## config.mk

```make
export PLATFORM = sky130hd
export DESIGN_NAME = adc_avg_filter_flat
export DESIGN_NICKNAME = d
export VERILOG_FILES = /design/src/rtl/adc_avg_filter_pkg.sv /design/src/rtl/adc_avg_filter_if.sv /design/src/rtl/adc_avg_filter_seq_udiv.sv /design/src/rtl/adc_avg_filter.sv /design/src/flat_wrapper.sv
export SDC_FILE = /design/constraint.sdc
export NUM_CORES = 1
export LEC_CHECK = 0
export ABC_AREA = 1
export CAP_MARGIN = 20
export CORE_UTILIZATION = 25
export DETAILED_ROUTE_END_ITERATION = 16
export PLACE_DENSITY_LB_ADDON = 0.08
export SETUP_SLACK_MARGIN = 0.2
export SLEW_MARGIN = 5
export SYNTH_ARGS = -nofsm -noshare
export SYNTH_HDL_FRONTEND = slang
export SYNTH_SLANG_ARGS = --single-unit
export TNS_END_PERCENT = 10
```

## constraint.sdc

```tcl
create_clock -name clk -period 6.4 [get_ports clk]
set_input_delay 1.28 -clock clk [delete_from_list [all_inputs] [get_ports clk]]
set_output_delay 1.28 -clock clk [all_outputs]
set_load 0.05 [all_outputs]
```

## src/rtl/adc_avg_filter_pkg.sv

```systemverilog
// Shared mode encodings and width helper for the ADC averaging filter.
package adc_filt_pkg;

  localparam logic [1:0] MODE_BYPASS = 2'b00;
  localparam logic [1:0] MODE_MAVG   = 2'b01;
  localparam logic [1:0] MODE_TRIM   = 2'b10;

  function automatic int calcSw(input int dw, input int log2Depth);
    return dw + log2Depth;
  endfunction

endpackage

```

## src/rtl/adc_avg_filter_if.sv

```systemverilog
// Sample/result bundle between ADC capture, the averaging filter and downstream logic.
interface adc_avg_filter_if #(parameter int DW = 14);

  logic [1:0]    mode;
  logic          clr;
  logic          in_valid;
  logic [DW-1:0] in_data;
  logic          out_valid;
  logic [DW-1:0] out_data;
  logic          fill_done;
  logic          overrun;

  modport master (
    output mode, clr, in_valid, in_data,
    input  out_valid, out_data, fill_done, overrun
  );

  modport slave (
    input  mode, clr, in_valid, in_data,
    output out_valid, out_data, fill_done, overrun
  );

endinterface

```

## src/rtl/adc_avg_filter_seq_udiv.sv

```systemverilog
// Restoring unsigned sequential divider: one quotient bit per cycle, W iterations,
// done pulses on the last iteration edge; abort returns it to idle.
module seq_udiv #(
  parameter int W = 18
) (
  input  logic         clk,
  input  logic         sys_rst_n,
  input  logic         abort_i,
  input  logic         start_i,
  input  logic [W-1:0] dividend_i,
  input  logic [W-1:0] divisor_i,
  output logic         busy_o,
  output logic         done_o,
  output logic [W-1:0] quotient_o
);

  localparam int CNW = $clog2(W);
  localparam logic [CNW-1:0] LAST = CNW'(W - 1);

  logic [W-1:0]   rem_q, rem_d, quo_q, quo_d, div_q, div_d;
  logic [CNW-1:0] cnt_q, cnt_d;
  logic           busy_q, busy_d, done_q, done_d;
  logic [W:0]     remShift;
  logic           ge;

  // The dividend is shifted out of the quotient register MSB-first while
  // quotient bits are shifted in at the bottom.
  always_comb begin
    remShift = {rem_q, quo_q[W-1]};
    ge       = remShift >= {1'b0, div_q};
    rem_d    = rem_q;
    quo_d    = quo_q;
    div_d    = div_q;
    cnt_d    = cnt_q;
    busy_d   = busy_q;
    done_d   = 1'b0;
    if (abort_i) begin
      busy_d = 1'b0;
      cnt_d  = '0;
    end else if (start_i && !busy_q) begin
      rem_d  = '0;
      quo_d  = dividend_i;
      div_d  = divisor_i;
      cnt_d  = '0;
      busy_d = 1'b1;
    end else if (busy_q) begin
      rem_d = ge ? W'(remShift - {1'b0, div_q}) : remShift[W-1:0];
      quo_d = {quo_q[W-2:0], ge};
      cnt_d = cnt_q + 1'b1;
      if (cnt_q == LAST) begin
        busy_d = 1'b0;
        done_d = 1'b1;
      end
    end
  end

  always_ff @(posedge clk or negedge sys_rst_n) begin
    if (!sys_rst_n) begin
      rem_q  <= '0;
      quo_q  <= '0;
      div_q  <= '0;
      cnt_q  <= '0;
      busy_q <= 1'b0;
      done_q <= 1'b0;
    end else begin
      rem_q  <= rem_d;
      quo_q  <= quo_d;
      div_q  <= div_d;
      cnt_q  <= cnt_d;
      busy_q <= busy_d;
      done_q <= done_d;
    end
  end

  assign busy_o     = busy_q;
  assign done_o     = done_q;
  assign quotient_o = quo_q;

endmodule

```

## src/rtl/adc_avg_filter.sv

```systemverilog
// ADC sample filter: bypass, power-of-two moving average, or block trimmed mean
// (min and max dropped) with flush on clr or mode change and sticky overrun.
module adc_avg_filter
  import adc_filt_pkg::*;
#(
  parameter int DW         = 14,
  parameter int LOG2_DEPTH = 4
) (
  input logic               clk,
  input logic               sys_rst_n,
  adc_avg_filter_if.slave   bus
);

  localparam int DEPTH = 1 << LOG2_DEPTH;
  localparam int SW    = calcSw(DW, LOG2_DEPTH);
  localparam int CW    = LOG2_DEPTH + 1;
  localparam logic [CW-1:0]         FULL     = CW'(DEPTH);
  localparam logic [CW-1:0]         FULL_M1  = CW'(DEPTH - 1);
  localparam logic [LOG2_DEPTH-1:0] LAST_BLK = LOG2_DEPTH'(DEPTH - 1);
  localparam logic [SW-1:0]         TRIM_DIV = SW'(DEPTH - 2);

  logic [1:0]            mode_q;
  logic [DW-1:0]         buf_q [DEPTH];
  logic [LOG2_DEPTH-1:0] ptr_q, ptr_d, blk_q, blk_d;
  logic [CW-1:0]         fill_q, fill_d;
  logic [SW-1:0]         sum_q, sum_d;
  logic [DW-1:0]         min_q, min_d, max_q, max_d, minNext, maxNext;
  logic                  outValid_q, outValid_d, overrun_q, overrun_d;
  logic [DW-1:0]         outData_q, outData_d;
  logic [SW-1:0]         sample, oldest, mavgSum, dividend, quot;
  logic                  flush, isMavg, isTrim, divStart, divBusy, divDone;

  assign flush  = bus.clr | (bus.mode != mode_q);
  assign isMavg = bus.mode == MODE_MAVG;
  assign isTrim = bus.mode == MODE_TRIM;

  // sum_q is shared: running window sum in moving-average mode, block sum in
  // trimmed mode; any mode change flushes it, so the two uses never mix.
  always_comb begin
    sample     = SW'(bus.in_data);
    oldest     = (fill_q == FULL) ? SW'(buf_q[ptr_q]) : '0;
    mavgSum    = sum_q + sample - oldest;
    minNext    = (bus.in_data < min_q) ? bus.in_data : min_q;
    maxNext    = (bus.in_data > max_q) ? bus.in_data : max_q;
    dividend   = sum_q + sample - SW'(minNext) - SW'(maxNext);
    ptr_d      = ptr_q;
    fill_d     = fill_q;
    blk_d      = blk_q;
    sum_d      = sum_q;
    min_d      = min_q;
    max_d      = max_q;
    overrun_d  = overrun_q;
    outValid_d = 1'b0;
    outData_d  = outData_q;
    divStart   = 1'b0;
    if (flush) begin
      ptr_d     = '0;
      fill_d    = '0;
      blk_d     = '0;
      sum_d     = '0;
      min_d     = '1;
      max_d     = '0;
      overrun_d = 1'b0;
    end else begin
      if (divDone) begin
        outValid_d = 1'b1;
        outData_d  = DW'(quot);
      end
      if (bus.in_valid) begin
        if (isMavg) begin
          ptr_d  = ptr_q + 1'b1;
          fill_d = (fill_q == FULL) ? fill_q : fill_q + 1'b1;
          sum_d  = mavgSum;
          if (fill_q >= FULL_M1) begin
            outValid_d = 1'b1;
            outData_d  = DW'(mavgSum >> LOG2_DEPTH);
          end
        end else if (isTrim) begin
          if (blk_q == LAST_BLK) begin
            if (divBusy) overrun_d = 1'b1;
            else         divStart  = 1'b1;
            blk_d = '0;
            sum_d = '0;
            min_d = '1;
            max_d = '0;
          end else begin
            blk_d = blk_q + 1'b1;
            sum_d = sum_q + sample;
            min_d = minNext;
            max_d = maxNext;
          end
        end else begin
          outValid_d = 1'b1;
          outData_d  = bus.in_data;
        end
      end
    end
  end

  always_ff @(posedge clk or negedge sys_rst_n) begin
    if (!sys_rst_n) begin
      mode_q     <= MODE_BYPASS;
      ptr_q      <= '0;
      fill_q     <= '0;
      blk_q      <= '0;
      sum_q      <= '0;
      min_q      <= '1;
      max_q      <= '0;
      overrun_q  <= 1'b0;
      outValid_q <= 1'b0;
      outData_q  <= '0;
    end else begin
      mode_q     <= bus.mode;
      ptr_q      <= ptr_d;
      fill_q     <= fill_d;
      blk_q      <= blk_d;
      sum_q      <= sum_d;
      min_q      <= min_d;
      max_q      <= max_d;
      overrun_q  <= overrun_d;
      outValid_q <= outValid_d;
      outData_q  <= outData_d;
    end
  end

  always_ff @(posedge clk or negedge sys_rst_n) begin
    if (!sys_rst_n) begin
      for (int i = 0; i < DEPTH; i++) buf_q[i] <= '0;
    end else if (flush) begin
      for (int i = 0; i < DEPTH; i++) buf_q[i] <= '0;
    end else if (bus.in_valid && isMavg) begin
      buf_q[ptr_q] <= bus.in_data;
    end
  end

  seq_udiv #(.W(SW)) uDiv (
    .clk        (clk),
    .sys_rst_n  (sys_rst_n),
    .abort_i    (flush),
    .start_i    (divStart),
    .dividend_i (dividend),
    .divisor_i  (TRIM_DIV),
    .busy_o     (divBusy),
    .done_o     (divDone),
    .quotient_o (quot)
  );

  assign bus.out_valid = outValid_q;
  assign bus.out_data  = outData_q;
  assign bus.fill_done = (fill_q == FULL);
  assign bus.overrun   = overrun_q;

endmodule

```

## src/flat_wrapper.sv

```systemverilog
// flat-port wrapper written by rule: the top's interface ports become plain ports
module adc_avg_filter_flat import adc_filt_pkg::*;
#(
  parameter int DW         = 14,
  parameter int LOG2_DEPTH = 4
)
  (clk, sys_rst_n, bus_mode, bus_clr, bus_in_valid, bus_in_data, bus_out_valid, bus_out_data, bus_fill_done, bus_overrun);
  adc_avg_filter_if #(.DW(DW)) bus_i ();
  input logic clk;
  input logic sys_rst_n;
  input wire logic [$bits(bus_i.mode)-1:0] bus_mode;
  input wire logic [$bits(bus_i.clr)-1:0] bus_clr;
  input wire logic [$bits(bus_i.in_valid)-1:0] bus_in_valid;
  input wire logic [$bits(bus_i.in_data)-1:0] bus_in_data;
  output wire logic [$bits(bus_i.out_valid)-1:0] bus_out_valid;
  output wire logic [$bits(bus_i.out_data)-1:0] bus_out_data;
  output wire logic [$bits(bus_i.fill_done)-1:0] bus_fill_done;
  output wire logic [$bits(bus_i.overrun)-1:0] bus_overrun;
  assign bus_i.mode = bus_mode;
  assign bus_i.clr = bus_clr;
  assign bus_i.in_valid = bus_in_valid;
  assign bus_i.in_data = bus_in_data;
  assign bus_out_valid = bus_i.out_valid;
  assign bus_out_data = bus_i.out_data;
  assign bus_fill_done = bus_i.fill_done;
  assign bus_overrun = bus_i.overrun;
  adc_avg_filter #(.DW(DW), .LOG2_DEPTH(LOG2_DEPTH)) u_core (.clk(clk), .sys_rst_n(sys_rst_n), .bus(bus_i));
endmodule
```

After elaboration in Yosys (flattened, before gate mapping)

Cells that the tools add are included.

Register bits after elaboration: 345
Latch bits: 0
Bits in writable memories: 0
Memory bits (read-only): 0
Input bits: 20
Output and inout port bits: 17
Logic and storage cells: 155
Memories kept: 0

Add/sub/neg operators: 9
$mul: 0
Divide/modulo/power cells: 0
Magnitude comparators: 6
Equality and inequality tests: 8
Shift operators: 0
Muxes and demuxes: 77
Bitwise operators: 3
Reduce and logical (&&, ||, !) cells: 20

Operators by type and width:

| cell                                                              | count |
|---|---|
| 2-to-1 mux 224 bit                                                | 2 |
| 2-to-1 mux 14 bit                                                 | 21 |
| bitwise mux 224 bit                                               | 1 |
| 2-to-1 mux 18 bit                                                 | 10 |
| binary-select mux 14 bit (select 4 bit)                           | 1 |
| demux 14 bit (select 4 bit)                                       | 1 |
| subtractor 18 x 14 -> 18 bit                                      | 2 |
| 2-to-1 mux 5 bit                                                  | 7 |
| 2-to-1 mux 4 bit                                                  | 8 |
| 2-to-1 mux 1 bit                                                  | 26 |
| greater-or-equal comparator 19 x 4 -> 1 bit                       | 1 |
| adder 18 x 14 -> 18 bit                                           | 1 |
| subtractor 18 bit                                                 | 1 |
| subtractor 18 x 4 -> 18 bit                                       | 1 |
| greater-than comparator 14 bit                                    | 1 |
| less-than comparator 14 bit                                       | 1 |
| nonzero test 2 bit                                                | 7 |
| adder 5 x 1 -> 5 bit, second input constant                       | 2 |
| equality test 5 bit, second input constant                        | 2 |
| adder 4 x 1 -> 4 bit, second input constant                       | 2 |
| AND reduction 2 bit                                               | 4 |
| AND reduction 3 bit                                               | 2 |
| nonzero test 3 bit                                                | 2 |
| greater-or-equal comparator 5 x 4 -> 1 bit, second input constant | 1 |
| other kinds (13)                                                  | 16 |

Longest topological paths before layout

Gate-level depths: netlist of run 1.

Depth in word-level cells: 9
Depth in mapped cells: 29
Mapped depth without buffers: 25

Cells and area by module

A second synthesis of run 1 with hierarchy kept.

Cell total of the unflattened synthesis: 2787
Area total of the unflattened synthesis: 21747.1 um2

By module, submodules not included:

| module         | times used | cells an instance | area an instance (um2) | sequential area each (um2) |
|---|---|---|---|---|
| adc_avg_filter | 1          | 2218              | 17565.6                | 7549.7 |
| seq_udiv       | 1          | 569               | 4181.5                 | 1526.5 |

Worst setup path before layout of run 1

No wires, ideal clock.

Path type: input to register
Start point: input port bus_in_data[0]
End point: register u_core.uDiv.quo_q[17] (netlist: u_core.uDiv.quotient_o[17])
Setup time: 0.124 ns
Data arrival time: 5.010 ns
Data required time: 6.276 ns
Slack: 1.266 ns
Stages: 26
Buffers on the path: 4
Cells stage by stage: inv_1 > clkbuf_1 > clkbuf_1 > ha_1 > inv_1 > a21oi_1 > o21a_1 > o21ai_1 > nand3_1 > a22o_1 > buf_2 > buf_2 > nand2_1 > o21ai_0 > fa_1 > ha_1 > a21oi_1 > o21ai_0 > nor2_1 > o21ai_0 > a21boi_0 > nand2_1 > nand2_1 > nand3_1 > o211ai_1 > nand2_1

Longest elaborated chain between the ends: 5
Elaborated cells between the ends (all ways): 8
Classes of those cells: 3 x add/sub; 2 x order compare; 3 x mux

RTL lines:

| item                           | line                          | source |
|---|---|---|
| from (decl)                    | flat_wrapper.sv:14            | `input wire logic [$bits(bus_i.in_data)-1:0] bus_in_data;` |
| less-than comparator 14 bit    | adc_avg_filter.sv:43          | `minNext = (bus.in_data < min_q) ? bus.in_data : min_q;` |
| 2-to-1 mux 14 bit              | adc_avg_filter.sv:43          |  |
| subtractor 18 x 14 -> 18 bit   | adc_avg_filter.sv:45          | `dividend = sum_q + sample - SW'(minNext) - SW'(maxNext);` |
| subtractor 18 x 14 -> 18 bit * | adc_avg_filter.sv:45          |  |
| 2-to-1 mux 18 bit *            | adc_avg_filter_seq_udiv.sv:40 | `end else if (start_i && !busy_q) begin` |
| to (signal assigned)           | adc_avg_filter_seq_udiv.sv:67 | `quo_q <= quo_d;` |
| to (decl)                      | adc_avg_filter_seq_udiv.sv:20 | `logic [W-1:0] rem_q, rem_d, quo_q, quo_d, div_q, div_d;` |

Mark *: on every way between the ends. The rest lies on a longest branch, timed or not.
A chain may end at the register's enable or synchronous reset.

Worst setup path in the final report of run 1

Start point: input port bus_in_data[11]
End point: register u_core.uDiv.quo_q[17] (netlist: u_core.uDiv.quotient_o[17])

The elaborated chain is that of the path after synthesis.

==> results of run 1 <==
==> path summary, 6_finish.rpt <==
path	slack [ns]	startpoint	end
setup / recovery	1.12	bus_in_data[11]	u_core.uDiv.quotient_o[17]
hold / removal	0.49	u_core.uDiv.quotient_o[15]	u_core.uDiv.quotient_o[15]
setup reg to reg	1.66	u_core.ptr_q[0]	u_core.sum_q[9]
hold reg to reg	0.49	u_core.uDiv.quotient_o[15]	u_core.uDiv.quotient_o[15]
max in group asynchronous	4.39	sys_rst_n	u_core.uDiv.quotient_o[4]
min in group asynchronous	0.75	sys_rst_n	u_core.max_q[1]
==> where the power goes <==
| part | internal, mW | switching (mW) |
|---|---|---|
| registers | 2.23 | 0.0413 |
| logic | 0.293 | 0.682 |
| clock network | 1.61 | 1.08 |
| total | 4.12 | 1.80 |
==> per-stage QoR <==
stage	setup slack (ns)	std cells	area (um^2)	power [mW]	util, %
2_1_floorplan	1.266	2448	19820	2.891	-
3_3_place_gp	0.4684	3439	21350	3.299	27.38
3_5_place_dp	0.4441	3439	21350	3.295	27.38
4_1_cts	1.085	3520	22900	6.031	29.37
5_1_grt	0.6282	3520	22900	6.198	29.37
6_report	1.124	3520	22900	5.923	29.37
==> cell usage in the layout, fill, tap and decap left out, types with 15 or more instances in the layout <==
| cell | Yosys | layout |
|---|---|---|
| a22o_1 | 21 | 21 |
| fa_1 | 17 | 17 |
| a22oi_1 | 15 | 15 |
| o22ai_1 | 176 | 176 |
| a21oi_1 | 255 | 255 |
| clkbuf_16 | 0 | 45 |
| nor2_1 | 133 | 131 |
| nand3_1 | 92 | 92 |
| o21ai_1 | 24 | 22 |
| o21ai_0 | 333 | 333 |
| nand2_1 | 334 | 334 |
| xor2_1 | 24 | 24 |
| inv_1 | 299 | 298 |
| nor2_2 | 15 | 17 |
| clkdlybuf4s50_1 | 0 | 35 |
| buf_4 | 1 | 52 |
| ha_1 | 85 | 85 |
| dfrtp_1 | 331 | 329 |
==> tightest hold or removal path: cells and delay by family (launching register included) <==
family	cells	cell delay, ns
DFF	1	0.35
and+or+nand+nor	2	0.11
==> cell families (layout without fill, tap and decap cells) <==
group,Yosys count,count (layout),share of synthesized area [%]
AO/OA/AOI/OAI,889,889,25.25
AND/OR/NAND/NOR,622,622,13.40
buffers and inverters,452,484,8.883
flip-flops,345,345,43.65
adder cells (fa/ha/maj),102,102,7.084
XOR/XNOR,37,37,1.673
multiplexers,1,1,0.05051
==> sequential cells by signal (all words and copies together), names as in the netlist <==
signal and flops:
u_core.mode_q 2, u_core.bus.out_data 14, u_core.ptr_q 4, u_core.bus.overrun 1
u_core.uDiv.cnt_q 5, u_core.uDiv.busy_o 1, u_core.uDiv.done_o 1, u_core.max_q 14
u_core.uDiv.div_q 1, u_core.fill_q 5, u_core.sum_q 18, u_core.blk_q 4
u_core.uDiv.rem_q 18, u_core.buf_q 224, u_core.bus.out_valid 1, u_core.min_q 14
u_core.uDiv.quotient_o 18
==> metal layers <==
metal / track usage (%) / vias up / wire (um)
li1: - / 8395 / -
met1: 23.08 / 8470 / 31760
met2: 31.20 / 381 / 35590
met3: 2.034 / 102 / 2727
met4: 6.135 / 0 / 2232
met5: 0 / - / 0
==> cell type report <==
class | instances | area, um^2 | area share (%)
flip-flops and latches | 345 | 8656 | 37.80
well taps | 1040 | 1301 | 5.682
repair buffers | 90 | 795.8 | 3.475
multi-input cells | 1651 | 9419 | 41.13
inverters | 313 | 1179 | 5.147
clock inverters | 14 | 260.3 | 1.136
clock buffers | 67 | 1289 | 5.628
==> flow_summary.json, run 1 <==
{
  "status": "finished clean",
  "worst_clock_skew_ns": 0.05361,
  "cp_common_cell": "nand2_1",
  "hold_violations": 0,
  "netlist.area_leader.share_pct": 41.80,
  "path_depth": 21,
  "drtAntennaViolNets": 0,
  "rows": 102,
  "worstSetupEndpointType": "flip-flop",
  "cts_buffers": 45,
  "worst_pin_slew_ns": 1.061,
  "yosys_warnings": 0,
  "syn_nets": 2570,
  "ys_ff_latch": 345,
  "numPortBuffers": 36,
  "crit_fanout": 13,
  "dieArea_um2": 80400,
  "cts_root_buffer": "clkbuf_16",
  "synthTopCellsByArea": "dfrtp_1 (42%), o21ai_0 (8.4%), a21oi_1 (6.4%)",
  "cts_tree": "built",
  "track_usage_pct": 17.99,
  "drtIter0Drc": 1206,
  "place_hpwl_mm": 49.00,
  "synthTopCellsByCount": "nand2_1 (334), o21ai_0 (333), dfrtp_1 (331)",
  "finalNetCount": 2568,
  "antenna_found_initial": 0,
  "fmax_ghz": 0.1895,
  "wl_mm": 72.31,
  "grt_first_pass_wirelength_mm": 111.4,
  "die_x_um": 283.6,
  "start_util_pct": 25.41,
  "drive_gt1_share_pct": 8.065,
  "ctsLongestPathBuffers": 3,
  "clkSlewWorstSetupHoldPaths_ns": 0.05,
  "num_io_pins": 37,
  "grt_pass1_vias": 17580,
  "post-synth-top-count-cell": "nand2_1",
  "required_ns": 6.86,
  "cap_violations": 0,
  "drtPass1Iterations": 5,
  "grt_max_degree": 100,
  "syn_area_per_cell_um2": 8.095,
  "cellPowerDensity_nw_per_um2": 258.6,
  "ctsResizeCount": 0,
  "core_um2": 77980,
  "slowest_delay_ns": 0.48,
  "cp-start-kind": "input port",
  "max-vdd-ir-drop_uv": 188.1,
  "synth_ff_type": "dfrtp_1",
  "setup_tns_ns": 0,
  "crit_arrival_ns": 5.73,
  "routed_via_density": 4.928,
  "fin_crit_sh_pct": 82.44,
  "drc": 0,
  "setup_viol": 0,
  "fin_crit_ns": 5.276,
  "clock-sinks": 345,
  "hold_ws_ns": 0.4896,
  "path_buf_inv": 2,
  "leakagePower_nw": 10.18,
  "htree_levels": 2,
  "ys_types": 58,
  "die_h_um": 283.6,
  "slowest_stage": "fa_1",
  "syn_area_um2": 19820,
  "synth_top_area_cell": "dfrtp_1",
  "synthArstFlopShare_pct": 100.0,
  "slew-limit-headroom_pct": 29.18,
  "diodes": 0,
  "rsz0062_at_grt": "no",
  "overflow": 0,
  "place_congestion": 0.8224,
  "rr_worst_depth": 16,
  "syn_inst": 2448,
  "avgRoutedWirePerCell_um": 20.54,
  "synth-edff-count": 0,
  "hp-class": "flip-flop to flip-flop",
  "hold_buffers": 0,
  "hold_path_depth": 2,
  "clk_latency_ns": 0.62,
  "vias": 17350,
  "crit_path_cell_trace": "clkdlybuf4s50_1, buf_4, ha_1, nand2_1, nor2_1, nand2_1, o211a_1, a22o_1, o21ai_0, fa_1, ha_1, a21oi_1, o21ai_0, nor2_1, o21ai_0, a21boi_0, nand2_1, nand2_1, nand3_1, o211ai_1, nand2_1",
  "critical_path_class": "input port to flip-flop",
  "slew_violations": 0,
  "post_cts_buffers": 0,
  "synth_seq_area_share_pct": 43.65,
  "syn2layout_area_growth_pct": 15.55,
  "n_fill_cell": 8294,
  "crit_family": "compound AO/OA/AOI/OAI gates"
}
No activity file was read; power rests on OpenSTA's default activity.
==> inputs of run 2 (changes only) <==
clock period = 5.1 ns   (was 6.4 ns; I/O delays follow)
==> run 2 against run 1 <==
  * Final cell count is 3.8% higher
  * Worst hold slack worse by 0.035 ns
  * Global-route usage hardly changed
  * Routed wire length is 0.18% lower
  * Register-to-register slack worse by 0.79 ns
  * Combinational power is 51% higher
  * Die area stayed put
  * Largest power group unchanged
  * Highest routed layer unchanged
==> flow_summary.json, run 2 (synthesis results as in run 1) <==
{
  "status": "finished clean",
  "worst_clock_skew_ns": 0.01696,
  "dp_slack_ns": -0.5362,
  "fin_crit_sh_pct": 91.32,
  "power_switching_share_pct": 29.40,
  "leakagePower_nw": 10.83,
  "p_int_mw": 5.472,
  "hp-class": "input port to async pin",
  "dr_wl_met2_mm": 35.16,
  "numPortBuffers": 36,
  "htree_levels": 2,
  "post_cts_buffers": 0,
  "die_x_um": 283.6,
  "cp-start-kind": "input port",
  "largest_register": "u_core.buf_q",
  "max-vdd-ir-drop_uv": 239.1,
  "crit_end": "u_core.uDiv.quotient_o[17]",
  "cts_root_buffer": "clkbuf_16",
  "drc": 0,
  "drtIter0Drc": 967,
  "setup_viol": 0,
  "clk_latency_ns": 0.59,
  "crit_family": "adder cells",
  "crit_arrival_ns": 5.13,
  "fin_util_pct": 30.75,
  "startpoint": "bus_in_data[0]",
  "cts_buffers": 47,
  "fmax_ghz": 0.2147,
  "hold_ws_ns": 0.4545,
  "ctsLongestPathBuffers": 3,
  "layout_common_cells": "nand2_1 (333), dfrtp_1 (329), o21ai_0 (323)",
  "largest_reg_flops": 224,
  "dr_wl_met3_mm": 1.930,
  "dieArea_um2": 80400,
  "combinationalPowerShare_pct": 19.0,
  "p_clk_share_pct": 44.4,
  "routed_via_density": 4.811,
  "drive_gt1_share_pct": 12.96,
  "r2r_slack_ns": 0.87,
  "cellPowerDensity_nw_per_um2": 323.2,
  "cp_common_cell": "nand2_1",
  "rr_worst_depth": 21,
  "reg2reg_from": "u_core.min_q[1]",
  "rows": 102,
  "total_power_mw": 7.750,
  "p_seq_share_pct": 36.6,
  "critical_path_class": "input port to flip-flop",
  "antenna_found_initial": 0,
  "clock-sinks": 345,
  "worstSetupEndpointType": "flip-flop",
  "place_hpwl_mm": 50.12,
  "slowest_stage": "clkdlybuf4s50_1",
  "timing.final.ws_setup_ns": 0.4429,
  "hold_violations": 0,
  "vias": 17580,
  "slew-limit-headroom_pct": 39.50,
  "overflow": 0,
  "slowest_delay_ns": 0.48,
  "clkSlewWorstSetupHoldPaths_ns": 0.05,
  "finalNetCount": 2704,
  "drt-met1-wl_mm": 33.28,
  "slew_violations": 0,
  "num_io_pins": 37,
  "crit_fanout": 4,
  "required_ns": 5.57,
  "drtAntennaViolNets": 0,
  "drtPass1Iterations": 5,
  "path_buf_inv": 6,
  "fin_crit_ns": 4.657,
  "rsz0062_at_grt": "yes",
  "r2r-end": "u_core.uDiv.quotient_o[17]",
  "routed.top_layer": "met4",
  "track_usage_pct": 17.95,
  "die_h_um": 283.6,
  "avgRoutedWirePerCell_um": 19.75,
  "wl_mm": 72.18,
  "grt_first_pass_wirelength_mm": 112.0,
  "core_um2": 77980,
  "p_switching_mw": 2.278,
  "cap_violations": 0,
  "grt_pass1_vias": 18030,
  "start_util_pct": 25.41,
  "mostFrequentLayoutCell": "nand2_1",
  "cts_tree": "built",
  "place_congestion": 0.8386,
  "worst_pin_slew_ns": 0.9065,
  "diodes": 0,
  "syn2layout_area_growth_pct": 21.01,
  "path_depth": 25,
  "grt_max_degree": 135
}
==> run 2: cell count changes in the layout (fill, tap and decap cells not counted), sizes merged <==
cell      change
clkbuf        +2
clkinvlp      +2
clkinv        -5
inv           +1
buf         +134
bufinv        +1
==> run 2: power groups by stage <==
stage               combinational (mW)  clock (mW)  sequential (mW)
detailed placement                1.48           0             2.89
floorplan                        0.639           0             2.99
global placement                  1.49           0             2.89
finish                            1.47        3.44             2.84
global route                      1.63        3.66             2.85
CTS                               1.49        3.55             2.84
==> run 2: what timing repair did <==
item,CTS,global route
gates resized for setup,2,15
hold buffers,0,0
setup endpoints to repair,5,11
==> run 2: routing by layer <==
metal  vias up  global-route usage (%)
li1       8688                       -
met1      8547                   23.47
met2       253                   31.02
met3        96                   2.122
met4         0                   5.000
met5         -                       0
==> run 2: worst min-delay path by stage <==
stage,endpoint,slack (ns),depth (start not counted)
2_1_floorplan,u_core.uDiv.quotient_o[16],0.45,2
3_3_place_gp,u_core.uDiv.quotient_o[16],0.47,2
3_5_place_dp,u_core.uDiv.quotient_o[16],0.47,2
4_1_cts,u_core.max_q[8],0.47,1
5_1_grt,u_core.max_q[8],0.49,1
6_report,u_core.max_q[4],0.45,1
==> run 2: layout make-up <==
cell class,count,area [um^2]
tap,1040,1301
clock buffer,69,1339
clock inverter,13,242.7
sequential,345,8656
fill,8344,54000
timing repair buffer,224,1831
multi-input combinational,1651,9433
inverter,313,1179
==> run 2: stage by stage <==
step / TNS (ns) / cell area, um^2 / std cells
floorplan: 0 / 19820 / 2448
global placement: -3.589 / 22370 / 3573
detailed placement: -4.031 / 22370 / 3573
CTS: 0 / 23960 / 3655
global route: 0 / 23980 / 3655
finish: 0 / 23980 / 3655
